--- src/rtl/uart_prog_pkg.sv ---
// Purpose : shared types and constants for the UART program loader.
// Latency : n/a (types, constants and a helper function only).
// Backpressure: n/a.
package uart_prog_pkg;

  // Receiver FSM encoding
  typedef enum logic [1:0] {
    RX_IDLE  = 2'd0,
    RX_START = 2'd1,
    RX_DATA  = 2'd2,
    RX_STOP  = 2'd3
  } rx_state_e;

  // Memory-select bit, the MSB of the programming address
  localparam logic MEM_INST = 1'b0;
  localparam logic MEM_DATA = 1'b1;

  // Cycles to wait from start-bit detection to the start-bit mid-point
  function automatic int half_bit(input int clks_per_bit);
    return clks_per_bit / 2;
  endfunction

endpackage

--- src/rtl/uart_prog_loader_if.sv ---
// Purpose : programming bus from the loader to the instruction ROM / data RAM.
// Latency : n/a (signal bundle); master = loader, slave = memories / observers.
// Backpressure: none; write strobes are fire-and-forget.
// Signals : upg_wen_o one-cycle write strobe, upg_adr_o {mem_sel, word_addr},
//           upg_dat_o write data, upg_done_o image complete, frame_err_o stop-bit error pulse.
interface uart_prog_loader_if #(
  parameter int ADDR_W = 14
);
  logic              upg_wen_o;
  logic [ADDR_W:0]   upg_adr_o;
  logic [31:0]       upg_dat_o;
  logic              upg_done_o;
  logic              frame_err_o;

  modport master (
    output upg_wen_o, upg_adr_o, upg_dat_o, upg_done_o, frame_err_o
  );

  modport slave (
    input upg_wen_o, upg_adr_o, upg_dat_o, upg_done_o, frame_err_o
  );
endinterface

--- src/rtl/uart_rx_core.sv ---
// Purpose : 8N1 UART receiver: 2-flop synchronizer, baud counter and RX FSM.
// Latency : byte_valid_o / frame_err_o assert combinationally in the stop-bit sample cycle.
// Backpressure: none; the consumer must take each byte on its one-cycle valid.
// Ports   : clk, rst (sync, active-high), rx_i (async serial in, idle high),
//           byte_valid_o + byte_data_o (good byte), frame_err_o (stop bit sampled low).
module uart_rx_core
  import uart_prog_pkg::*;
#(
  parameter int CLKS_PER_BIT = 87
) (
  input  logic       clk,
  input  logic       rst,
  input  logic       rx_i,
  output logic       byte_valid_o,
  output logic [7:0] byte_data_o,
  output logic       frame_err_o
);

  localparam int CNT_W = $clog2(CLKS_PER_BIT);
  localparam logic [CNT_W-1:0] FULL_M1 = CNT_W'(CLKS_PER_BIT - 1);
  localparam logic [CNT_W-1:0] HALF_M1 = CNT_W'(half_bit(CLKS_PER_BIT) - 1);

  logic              rx_meta_q, rx_sync_q;
  rx_state_e         state_q, state_d;
  logic [CNT_W-1:0]  cnt_q, cnt_d;
  logic [2:0]        bit_q, bit_d;
  logic [7:0]        shreg_q, shreg_d;

  always_ff @(posedge clk) begin
    if (rst) begin
      // Synchronizer starts at the idle line level so reset is not seen as a start bit
      rx_meta_q <= 1'b1;
      rx_sync_q <= 1'b1;
      state_q   <= RX_IDLE;
      cnt_q     <= '0;
      bit_q     <= '0;
      shreg_q   <= '0;
    end else begin
      rx_meta_q <= rx_i;
      rx_sync_q <= rx_meta_q;
      state_q   <= state_d;
      cnt_q     <= cnt_d;
      bit_q     <= bit_d;
      shreg_q   <= shreg_d;
    end
  end

  always_comb begin
    state_d      = state_q;
    cnt_d        = cnt_q;
    bit_d        = bit_q;
    shreg_d      = shreg_q;
    byte_valid_o = 1'b0;
    frame_err_o  = 1'b0;

    unique case (state_q)
      RX_IDLE: begin
        cnt_d = '0;
        bit_d = '0;
        if (!rx_sync_q) state_d = RX_START;
      end
      RX_START: begin
        // Re-check the start bit at its mid-point; a high line here was a glitch
        if (cnt_q == HALF_M1) begin
          cnt_d   = '0;
          state_d = rx_sync_q ? RX_IDLE : RX_DATA;
        end else begin
          cnt_d = cnt_q + CNT_W'(1);
        end
      end
      RX_DATA: begin
        if (cnt_q == FULL_M1) begin
          cnt_d   = '0;
          shreg_d = {rx_sync_q, shreg_q[7:1]};  // LSB arrives first
          bit_d   = bit_q + 3'd1;               // wraps to 0 after bit 7
          if (bit_q == 3'd7) state_d = RX_STOP;
        end else begin
          cnt_d = cnt_q + CNT_W'(1);
        end
      end
      RX_STOP: begin
        if (cnt_q == FULL_M1) begin
          cnt_d   = '0;
          state_d = RX_IDLE;
          if (rx_sync_q) byte_valid_o = 1'b1;
          else           frame_err_o  = 1'b1;
        end else begin
          cnt_d = cnt_q + CNT_W'(1);
        end
      end
      default: state_d = RX_IDLE;
    endcase
  end

  assign byte_data_o = shreg_q;

endmodule

--- src/rtl/uart_prog_loader.sv ---
// Purpose : assembles UART bytes into LE 32-bit words and writes them to inst then data memory.
// Latency : write strobe one cycle after the 4th byte's stop-bit sample; done one cycle after last strobe.
// Backpressure: none; a strobe finishes long before the next byte can arrive.
// Ports   : clk, rst (sync, active-high), rx_i (UART in), upg (master: wen/adr/dat/done/frame_err).
module uart_prog_loader
  import uart_prog_pkg::*;
#(
  parameter int CLKS_PER_BIT = 87,
  parameter int ADDR_W       = 14,
  parameter int INST_WORDS   = 16384,
  parameter int DATA_WORDS   = 16384
) (
  input  logic                clk,
  input  logic                rst,
  input  logic                rx_i,
  uart_prog_loader_if.master  upg
);

  localparam int TOTAL  = INST_WORDS + DATA_WORDS;
  localparam int WCNT_W = $clog2(TOTAL) + 1;

  logic              byte_valid;
  logic [7:0]        byte_data;
  logic              frame_err;

  logic [1:0]        idx_q, idx_d;
  logic [23:0]       buf_q, buf_d;
  logic [WCNT_W-1:0] wcnt_q, wcnt_d;
  logic              wen_q, wen_d;
  logic [ADDR_W:0]   adr_q, adr_d;
  logic [31:0]       dat_q, dat_d;
  logic              done_q, done_d;
  logic              done_set;

  uart_rx_core #(
    .CLKS_PER_BIT (CLKS_PER_BIT)
  ) u_rx (
    .clk          (clk),
    .rst          (rst),
    .rx_i         (rx_i),
    .byte_valid_o (byte_valid),
    .byte_data_o  (byte_data),
    .frame_err_o  (frame_err)
  );

  // Word w maps to instruction memory first, then data memory from offset 0
  function automatic logic [ADDR_W:0] word_adr(input logic [WCNT_W-1:0] w);
    logic [31:0] wi;
    wi = 32'(w);
    if (wi < 32'(INST_WORDS)) begin
      return {MEM_INST, wi[ADDR_W-1:0]};
    end
    wi = wi - 32'(INST_WORDS);
    return {MEM_DATA, wi[ADDR_W-1:0]};
  endfunction

  always_ff @(posedge clk) begin
    if (rst) begin
      idx_q  <= '0;
      buf_q  <= '0;
      wcnt_q <= '0;
      wen_q  <= 1'b0;
      adr_q  <= '0;
      dat_q  <= '0;
      done_q <= 1'b0;
    end else begin
      idx_q  <= idx_d;
      buf_q  <= buf_d;
      wcnt_q <= wcnt_d;
      wen_q  <= wen_d;
      adr_q  <= adr_d;
      dat_q  <= dat_d;
      done_q <= done_d;
    end
  end

  // Strobe for the last word of the image is in flight this cycle
  assign done_set = wen_q && (wcnt_q == WCNT_W'(TOTAL - 1));

  always_comb begin
    idx_d  = idx_q;
    buf_d  = buf_q;
    wcnt_d = wcnt_q;
    wen_d  = 1'b0;
    adr_d  = adr_q;
    dat_d  = dat_q;
    done_d = done_q;

    if (wen_q) wcnt_d = wcnt_q + WCNT_W'(1);
    if (done_set) done_d = 1'b1;

    // Bytes are dropped once the image is complete, including one coinciding with done rising
    if (byte_valid && !done_q && !done_set) begin
      unique case (idx_q)
        2'd0: buf_d[7:0]   = byte_data;
        2'd1: buf_d[15:8]  = byte_data;
        2'd2: buf_d[23:16] = byte_data;
        default: begin
          wen_d = 1'b1;
          dat_d = {byte_data, buf_q};
          adr_d = word_adr(wcnt_q);
        end
      endcase
      idx_d = idx_q + 2'd1;  // wraps to byte 0 after byte 3
    end
  end

  assign upg.upg_wen_o   = wen_q;
  assign upg.upg_adr_o   = adr_q;
  assign upg.upg_dat_o   = dat_q;
  assign upg.upg_done_o  = done_q;
  assign upg.frame_err_o = frame_err;

endmodule

--- src/flat_wrapper.sv ---
// flat-port wrapper written by rule: the top's interface ports become plain ports
module uart_prog_loader_flat import uart_prog_pkg::*;
#(
  parameter int CLKS_PER_BIT = 87,
  parameter int ADDR_W       = 14,
  parameter int INST_WORDS   = 16384,
  parameter int DATA_WORDS   = 16384
)
  (clk, rst, rx_i, upg_upg_wen_o, upg_upg_adr_o, upg_upg_dat_o, upg_upg_done_o, upg_frame_err_o);
  uart_prog_loader_if #(.ADDR_W(ADDR_W)) upg_i ();
  input  logic clk;
  input  logic rst;
  input  logic rx_i;
  output wire logic [$bits(upg_i.upg_wen_o)-1:0] upg_upg_wen_o;
  output wire logic [$bits(upg_i.upg_adr_o)-1:0] upg_upg_adr_o;
  output wire logic [$bits(upg_i.upg_dat_o)-1:0] upg_upg_dat_o;
  output wire logic [$bits(upg_i.upg_done_o)-1:0] upg_upg_done_o;
  output wire logic [$bits(upg_i.frame_err_o)-1:0] upg_frame_err_o;
  assign upg_upg_wen_o = upg_i.upg_wen_o;
  assign upg_upg_adr_o = upg_i.upg_adr_o;
  assign upg_upg_dat_o = upg_i.upg_dat_o;
  assign upg_upg_done_o = upg_i.upg_done_o;
  assign upg_frame_err_o = upg_i.frame_err_o;
  uart_prog_loader #(.CLKS_PER_BIT(CLKS_PER_BIT), .ADDR_W(ADDR_W), .INST_WORDS(INST_WORDS), .DATA_WORDS(DATA_WORDS)) u_core (.clk(clk), .rst(rst), .rx_i(rx_i), .upg(upg_i));
endmodule
--- config.mk ---
export PLATFORM = sky130hd
export DESIGN_NAME = uart_prog_loader_flat
export DESIGN_NICKNAME = d
export VERILOG_FILES = /design/src/rtl/uart_prog_pkg.sv /design/src/rtl/uart_prog_loader_if.sv /design/src/rtl/uart_rx_core.sv /design/src/rtl/uart_prog_loader.sv /design/src/flat_wrapper.sv
export SDC_FILE = /design/constraint.sdc
export NUM_CORES = 1
export LEC_CHECK = 0
export BUFFER_PORTS_ARGS = -buffer_cell sky130_fd_sc_hd__buf_2
export CAP_MARGIN = 20
export CORE_MARGIN = 5
export CORE_UTILIZATION = 50
export CTS_CLUSTER_DIAMETER = 200
export DETAILED_ROUTE_END_ITERATION = 8
export PLACE_DENSITY_LB_ADDON = 0.12
export REMOVE_ABC_BUFFERS = 1
export SETUP_SLACK_MARGIN = 0.02
export SLEW_MARGIN = 25
export SYNTH_ARGS = -nofsm -noshare
export SYNTH_HDL_FRONTEND = slang
export SYNTH_SLANG_ARGS = --single-unit
--- constraint.sdc ---
create_clock -name clk -period 3.5 [get_ports clk]
set_input_delay 0 -clock clk [delete_from_list [all_inputs] [get_ports clk]]
set_output_delay 0 -clock clk [all_outputs]
set_load 0.01 [all_outputs]
Word-level counts from Yosys, hierarchy flattened
Cells that the tools add are included.

storage, ports and cells
  output and inout port bits = 50
  word-level logic and storage cells = 79
  flip-flop bits (word level) = 113

cells by class
  bitwise gates (word level) = 2
  add/subtract/negate cells = 5
  muxes and demuxes = 24
  reductions and logical operators = 18
  order comparisons = 1
  equal/unequal tests = 14

operator list
  kind                                                           count
  2-to-1 mux 15 bit                                              2
  case mux 7 bit (3 select lines)                                1
  adder 16 x 1 -> 16 bit (second input constant)                 1
  equality test 16 x 15 -> 1 bit (second input constant)         1
  less-than comparator 16 x 15 -> 1 bit (second input constant)  1
  2-to-1 mux 7 bit                                               2
  subtractor 14 x 1 -> 14 bit (second input constant)            1
  2-to-1 mux 2 bit                                               6
  AND reduction 2 bit                                            6
  2-to-1 mux 1 bit                                               10
  inequality test 2 bit (second input constant)                  5
  case mux 2 bit (4 select lines)                                1
  adder 7 x 1 -> 7 bit (second input constant)                   1
  equality test 7 x 6 -> 1 bit (second input constant)           1
  equality test 7 bit (second input constant)                    1
  equality test 2 bit (second input constant)                    3
  case mux 3 bit (2 select lines)                                1
  AND reduction 5 bit                                            1
  equality test 2 x 1 -> 1 bit (second input constant)           2
  logical NOT 2 bit                                              2
  OR reduction 2 bit                                             2
  adder 3 x 1 -> 3 bit (second input constant)                   1
  equality test 3 bit (second input constant)                    1
  logical AND 1 bit                                              3
  other kinds (6)                                                8

Logic depth before layout (Yosys ltp)
  word-level depth = 7
  gate-level depth with buffers = 8
  depth with buffers taken out = 6

By module
Synthesis repeated with hierarchy kept, for this count alone.

unflattened totals
  cells, all modules = 529
  area total of the unflattened synthesis = 4,767.1 µm²

by module, submodules not included
  module            instances  sequential area each (µm²)  cells an instance  area each (µm²)
  uart_prog_loader  1          1,821.7                     410                3,699.8
  uart_rx_core      1          440.4                       119                1,067.3

Least setup slack after synthesis
OpenSTA, ideal clock, no wires.

  path kind = reg-to-reg
  from = reg u_core.wen_q, in the netlist u_core.upg.upg_wen_o
  to = reg u_core.adr_q[10], in the netlist u_core.upg.upg_adr_o[10]
  path slack = 1,550 ps
  setup time = 132 ps
  path buffers = 3
  required time = 3,368 ps
  clock period less this slack = 1,950 ps
  arrival time = 1,817 ps
  cell stages (with the launch flop) = 8
  cells stage by stage = dfxtp_1 > clkbuf_1 > nand4_1 > or4_1 > clkbuf_1 > buf_1 > nand4_1 > a21oi_1

on the way
  longest elaborated chain between the ends = 4

ends and longest elaborated chain
  element                        RTL line                text
  from (decl)                    uart_prog_loader.sv:29  logic wen_q, wen_d;
  from (signal assigned)         uart_prog_loader.sv:70  wen_q <= wen_d;
  logical AND 1 bit              uart_prog_loader.sv:78  assign done_set = wen_q && (wcnt_q == WCNT_W'(TOTAL - 1));
  logical NOT 1 bit              uart_prog_loader.sv:93  if (byte_valid && !done_q && !done_set) begin
  logical AND 1 bit              uart_prog_loader.sv:93
  AND reduction 2 bit (no line)  n/a
  to (signal assigned)           uart_prog_loader.sv:71  adr_q <= adr_d;
  to (decl)                      uart_prog_loader.sv:30  logic [ADDR_W:0] adr_q, adr_d;

Every way passes these cells.
A chain may end at the register's enable or synchronous reset.

Worst setup path in the final report
  from = reg u_core.u_rx.cnt_q[0]
  to = reg u_core.buf_q[14]

on the way
  longest elaborated chain between the ends = 6

ends and longest elaborated chain
  element                          RTL line                text
  from (decl)                      uart_rx_core.sv:25      logic [CNT_W-1:0] cnt_q, cnt_d;
  from (signal assigned)           uart_rx_core.sv:42      cnt_q <= cnt_d;
  equality test 7 bit              uart_rx_core.sv:82      if (cnt_q == FULL_M1) begin
  2-to-1 mux 1 bit                 uart_rx_core.sv:82
  2-to-1 mux 1 bit                 uart_rx_core.sv:56      unique case (state_q)
  logical AND 1 bit (2 in series)  uart_prog_loader.sv:93
  AND reduction 2 bit (no line)    n/a
  to (signal assigned)             uart_prog_loader.sv:68  buf_q <= buf_d;
  to (decl)                        uart_prog_loader.sv:27  logic [23:0] buf_q, buf_d;

Every way passes these cells.

==> results.md <==
* Post-place instance area at 0.005076 sq mm
* Number of cells after detailed placement at between 600 and 700
* Sequential-to-total area share from yosys stat at a little under half
* Part of the power in the clock network at 54.0%
* Die H at between 100 and 150 um
* Leading post-synthesis cells by cell area: dfxtp_1 48%, mux2i_1 7.2%, nand4_1 6.9%, a21oi_1 5.7%, o21ai_0 5.6%
* Synth Area per Inst at 9.111 sq um
* Maximum number of pins on one net before global-route repair at 118
* Int Pwr at 2.309 mW
* Switching fraction of total power at 19.96%
* Number of cells on the critical path at 7
* Setup violations, final at 0
* Headroom to the max-slew limit at 52.22%
* GR Overflow Total at 0
* Outcome: finished, final reports clean
* I/O pin total at 53
* Commonest non-fill, non-tap cells in the layout: 113 x dfxtp_1, 54 x a21oi_1, 53 x o21ai_0
* Count of buffers inserted at the top-level ports at 52
* Total of warnings raised by yosys at 0
* Tcrit/Tclk final at about two thirds
* Std-Cell Rows at 35
* Clock edge transition at the registers on the reported setup and hold paths at 50 ps
* Worst Path Max Fanout at 8
* Slew Limit Fails at 0
* Critical path's top delay family: simple AND/OR/NAND/NOR gates
* Crit path buf inv count at 2
* Wire length per cell after detailed routing at 15.08 um
* Routed Wire Length at 10470 um
* Gate Count Post-Synth at 518
* Sum of internal, switching and leakage power at between 2 and 3 mW
* Post-cts resize count at 0
* Net switching power at 575.9 uW
* Via count at approximately 3800
* Number of max-capacitance violations reported at 0
* Distinct cell type count after synthesis at 42
* Initial core utilization at roughly 51%
* RSZ-0062 raised after global routing: no
* Sink Count at 113
* Reg-to-reg critical path endpoint: u_core.buf_q[14]
* Launching instance or port of the critical path: u_core.u_rx.cnt_q[0]
* Register share of total power at between 40% and 50%
* List of cells traversed by the critical path: inv_1 -> ha_1 -> nand2_1 -> or3_4 -> nor4b_2 -> buf_4 -> mux2i_1
* Initial antenna violation count at 0
* Async set-reset flop share out of synthesis at 0%
* Worst Setup Start Kind: flip-flop
* Flop-to-flop setup slack at 1200 ps
* Remaining routing DRC violations at 0
* Count of endpoints failing hold in the final timing report at 0
* Number of enable-type register cells in the synthesized netlist at 0
* Worst setup timing slack at the placement stage at 1225 ps
* TritonCTS clock tree: yes
* Wire length the detailed router placed on met1 at 4893 um
* Met2 wire len at about 5100 um
* Overall routing resource usage at 19.14%
* Data arrival time of the critical path at 2730 ps
* Routability congestion estimate from global placement at 0.8154
* Critical Path End Type: flip-flop
* Stage delay of the slowest cell on the critical path at approximately 560 ps
* Core area at 0.009240 sq mm
* Number of CTS-inserted buffers at 17
* Number of global-route vias before repair at 3632
* First-pass DRT Iterations at 5
* Detailed placer's ending HPWL at ~6400 um
* Part of the total power dissipated in combinational logic at 1.2%
* Slew at the pin with the worst max-slew slack at 713.7 ps
* Final design instance area without fill at 0.005627 sq mm
* CTS H-tree lvls at 4
* Leak pwr at 2.013 nW
* Drt initial violations at about 190
* Number of cells in the finished layout apart from fillers at 694
* Final core area utilization at 60.89%
* Number of buffers inserted to repair setup after CTS at 0
* Clock Root Buffer: clkbuf_8
* Via/cell ratio at 5.500
* Final Skew at approximately 17 ps
* Share of layout cells above drive strength 1 at a little under a fifth
* Sum of negative setup slack at 0 ps
* Clock latency reported for the late side of the worst-skew pair at 510 ps
* Layout net count at 565
* Required time worst endpoint at 3930 ps
* Top cell type's share of synthesized area at 47.93%
* Post-route worst hold slack at 29.06 ps
* Slowest library cell on the worst path: nor4b_2
* Worst r2r src: u_core.u_rx.cnt_q[0]
* Die Outline Area at approximately 0.011 sq mm
* Count of cells along the worst register-to-register path at 7
* Cell area after synthesis at approximately 0.0047 sq mm
* Min Clock Period, post-route at about 2300 ps
* Layout-stage area growth over the synthesis result at 19.22%
* Power Dens Cells at 512.8 mW/mm^2
* Class of the most critical hold timing path: in2reg
* Ys flop type: dfxtp_1
* Synthesis-stage register bit count at 113
* Leading cell type in the layout, fill and taps excluded: dfxtp_1
* Capturing instance or port of the critical path: u_core.buf_q[14]
* Worst setup path category: reg2reg
* Post-layout worst setup margin at 1200 ps
* Count of antenna diodes in the layout at 0
* Routed wire length on met3 at between 300 and 400 um
* Remaining number of nets flagged by the antenna check after routing at 0
* Area leader, netlist: dfxtp_1
* Highest Clock Rate at ~0.43 GHz
* First-pass GRT wire length at 17840 um
* Highest routed metal layer: met4
* Die Width at between 100 and 150 um
* Largest buffer count on any clock path at 2
* Worst ir drop on vdd at 0.2954 mV
## synthesized netlist by cell type, types with 2 or more instances
cell / number
or3_1: 3
buf_2: 9
nor2b_1: 3
dfxtp_1: 113
clkbuf_1: 31
nor4b_1: 3
nor3_1: 8
buf_1: 5
nand3_1: 8
inv_1: 7
nor4_1: 4
a21oi_1: 54
or2_2: 3
ha_1: 9
xor2_1: 4
nand4b_1: 2
nand2b_1: 34
o22ai_1: 2
xnor2_1: 12
mux2i_1: 34
o21ai_0: 53
and3_1: 2
nor2_1: 32
or4_1: 3
nand4_1: 52
nand2_1: 12
## sequential cells by signal, indices dropped and copies added, names as in the netlist, 2 cells and up, named ones only
signal,flops
u_core.upg.upg_dat_o,32
u_core.u_rx.byte_data_o,8
u_core.buf_q,24
u_core.upg.upg_adr_o,15
u_core.u_rx.bit_q,3
u_core.idx_q,2
u_core.u_rx.cnt_q,7
u_core.wcnt_q,16
## metal layers
metal	up-vias	GRT usage, %
li1	1930	-
met1	1810	25.32
met2	64	30.47
met3	13	4.756
met4	0	6.484
met5	-	0
## kinds of logic (layout without fill, tap and decap cells)
kind of cell	count (synthesis)	after routing	share of synthesized area, %
fa+ha+maj	9	9	2.386
flops	113	113	47.93
compound gates	117	117	12.99
xor+xnor	16	16	2.969
buf+inv	53	100	4.480
mux	35	35	7.450
simple gates	175	175	21.79
## final cells by class
type | count | area (sq um)
Fill cell | 809 | 3613
Multi-Input combinational cell | 352 | 2286
Sequential cell | 113 | 2262
Clock buffer | 26 | 488.0
Timing Repair Buffer | 62 | 350.3
Tap cell | 129 | 161.4
Clock inverter | 5 | 52.55
Inverter | 7 | 26.28
## worst reg2reg max path: stages (launching register included)
cell	delay (ps)
dfxtp_1	330
inv_1	60
ha_1	150
nand2_1	170
or3_4	480
nor4b_2	560
buf_4	290
mux2i_1	200
## worst min path at each step
stage          startpoint                    end  slack [ps]  cells past startpoint
2_1_floorplan         rst              flip-flop          70                      1
3_3_place_gp         rx_i  u_core.u_rx.rx_meta_q         190                      2
3_5_place_dp         rx_i  u_core.u_rx.rx_meta_q         190                      2
4_1_cts               rst       u_core.wcnt_q[9]          20                      3
5_1_grt               rst       u_core.wcnt_q[2]          40                      3
6_report              rst       u_core.wcnt_q[9]          30                      3
## power groups by stage
stage | Clock (mW) | Combinational, mW | Sequential, mW
2_1_floorplan | 0 | 0.0103 | 1.32
3_3_place_gp | 0 | 0.0327 | 1.32
3_5_place_dp | 0 | 0.0332 | 1.32
4_1_cts | 1.58 | 0.0341 | 1.29
5_1_grt | 1.66 | 0.0377 | 1.29
6_report | 1.56 | 0.0338 | 1.29
## timing repair
action                     in CTS  in global routing
hold endpoints to repair        1                  0
hold buffers                    1                  0
setup endpoints to repair       0                  0
Note: power is estimated with default switching activity, not from simulation.
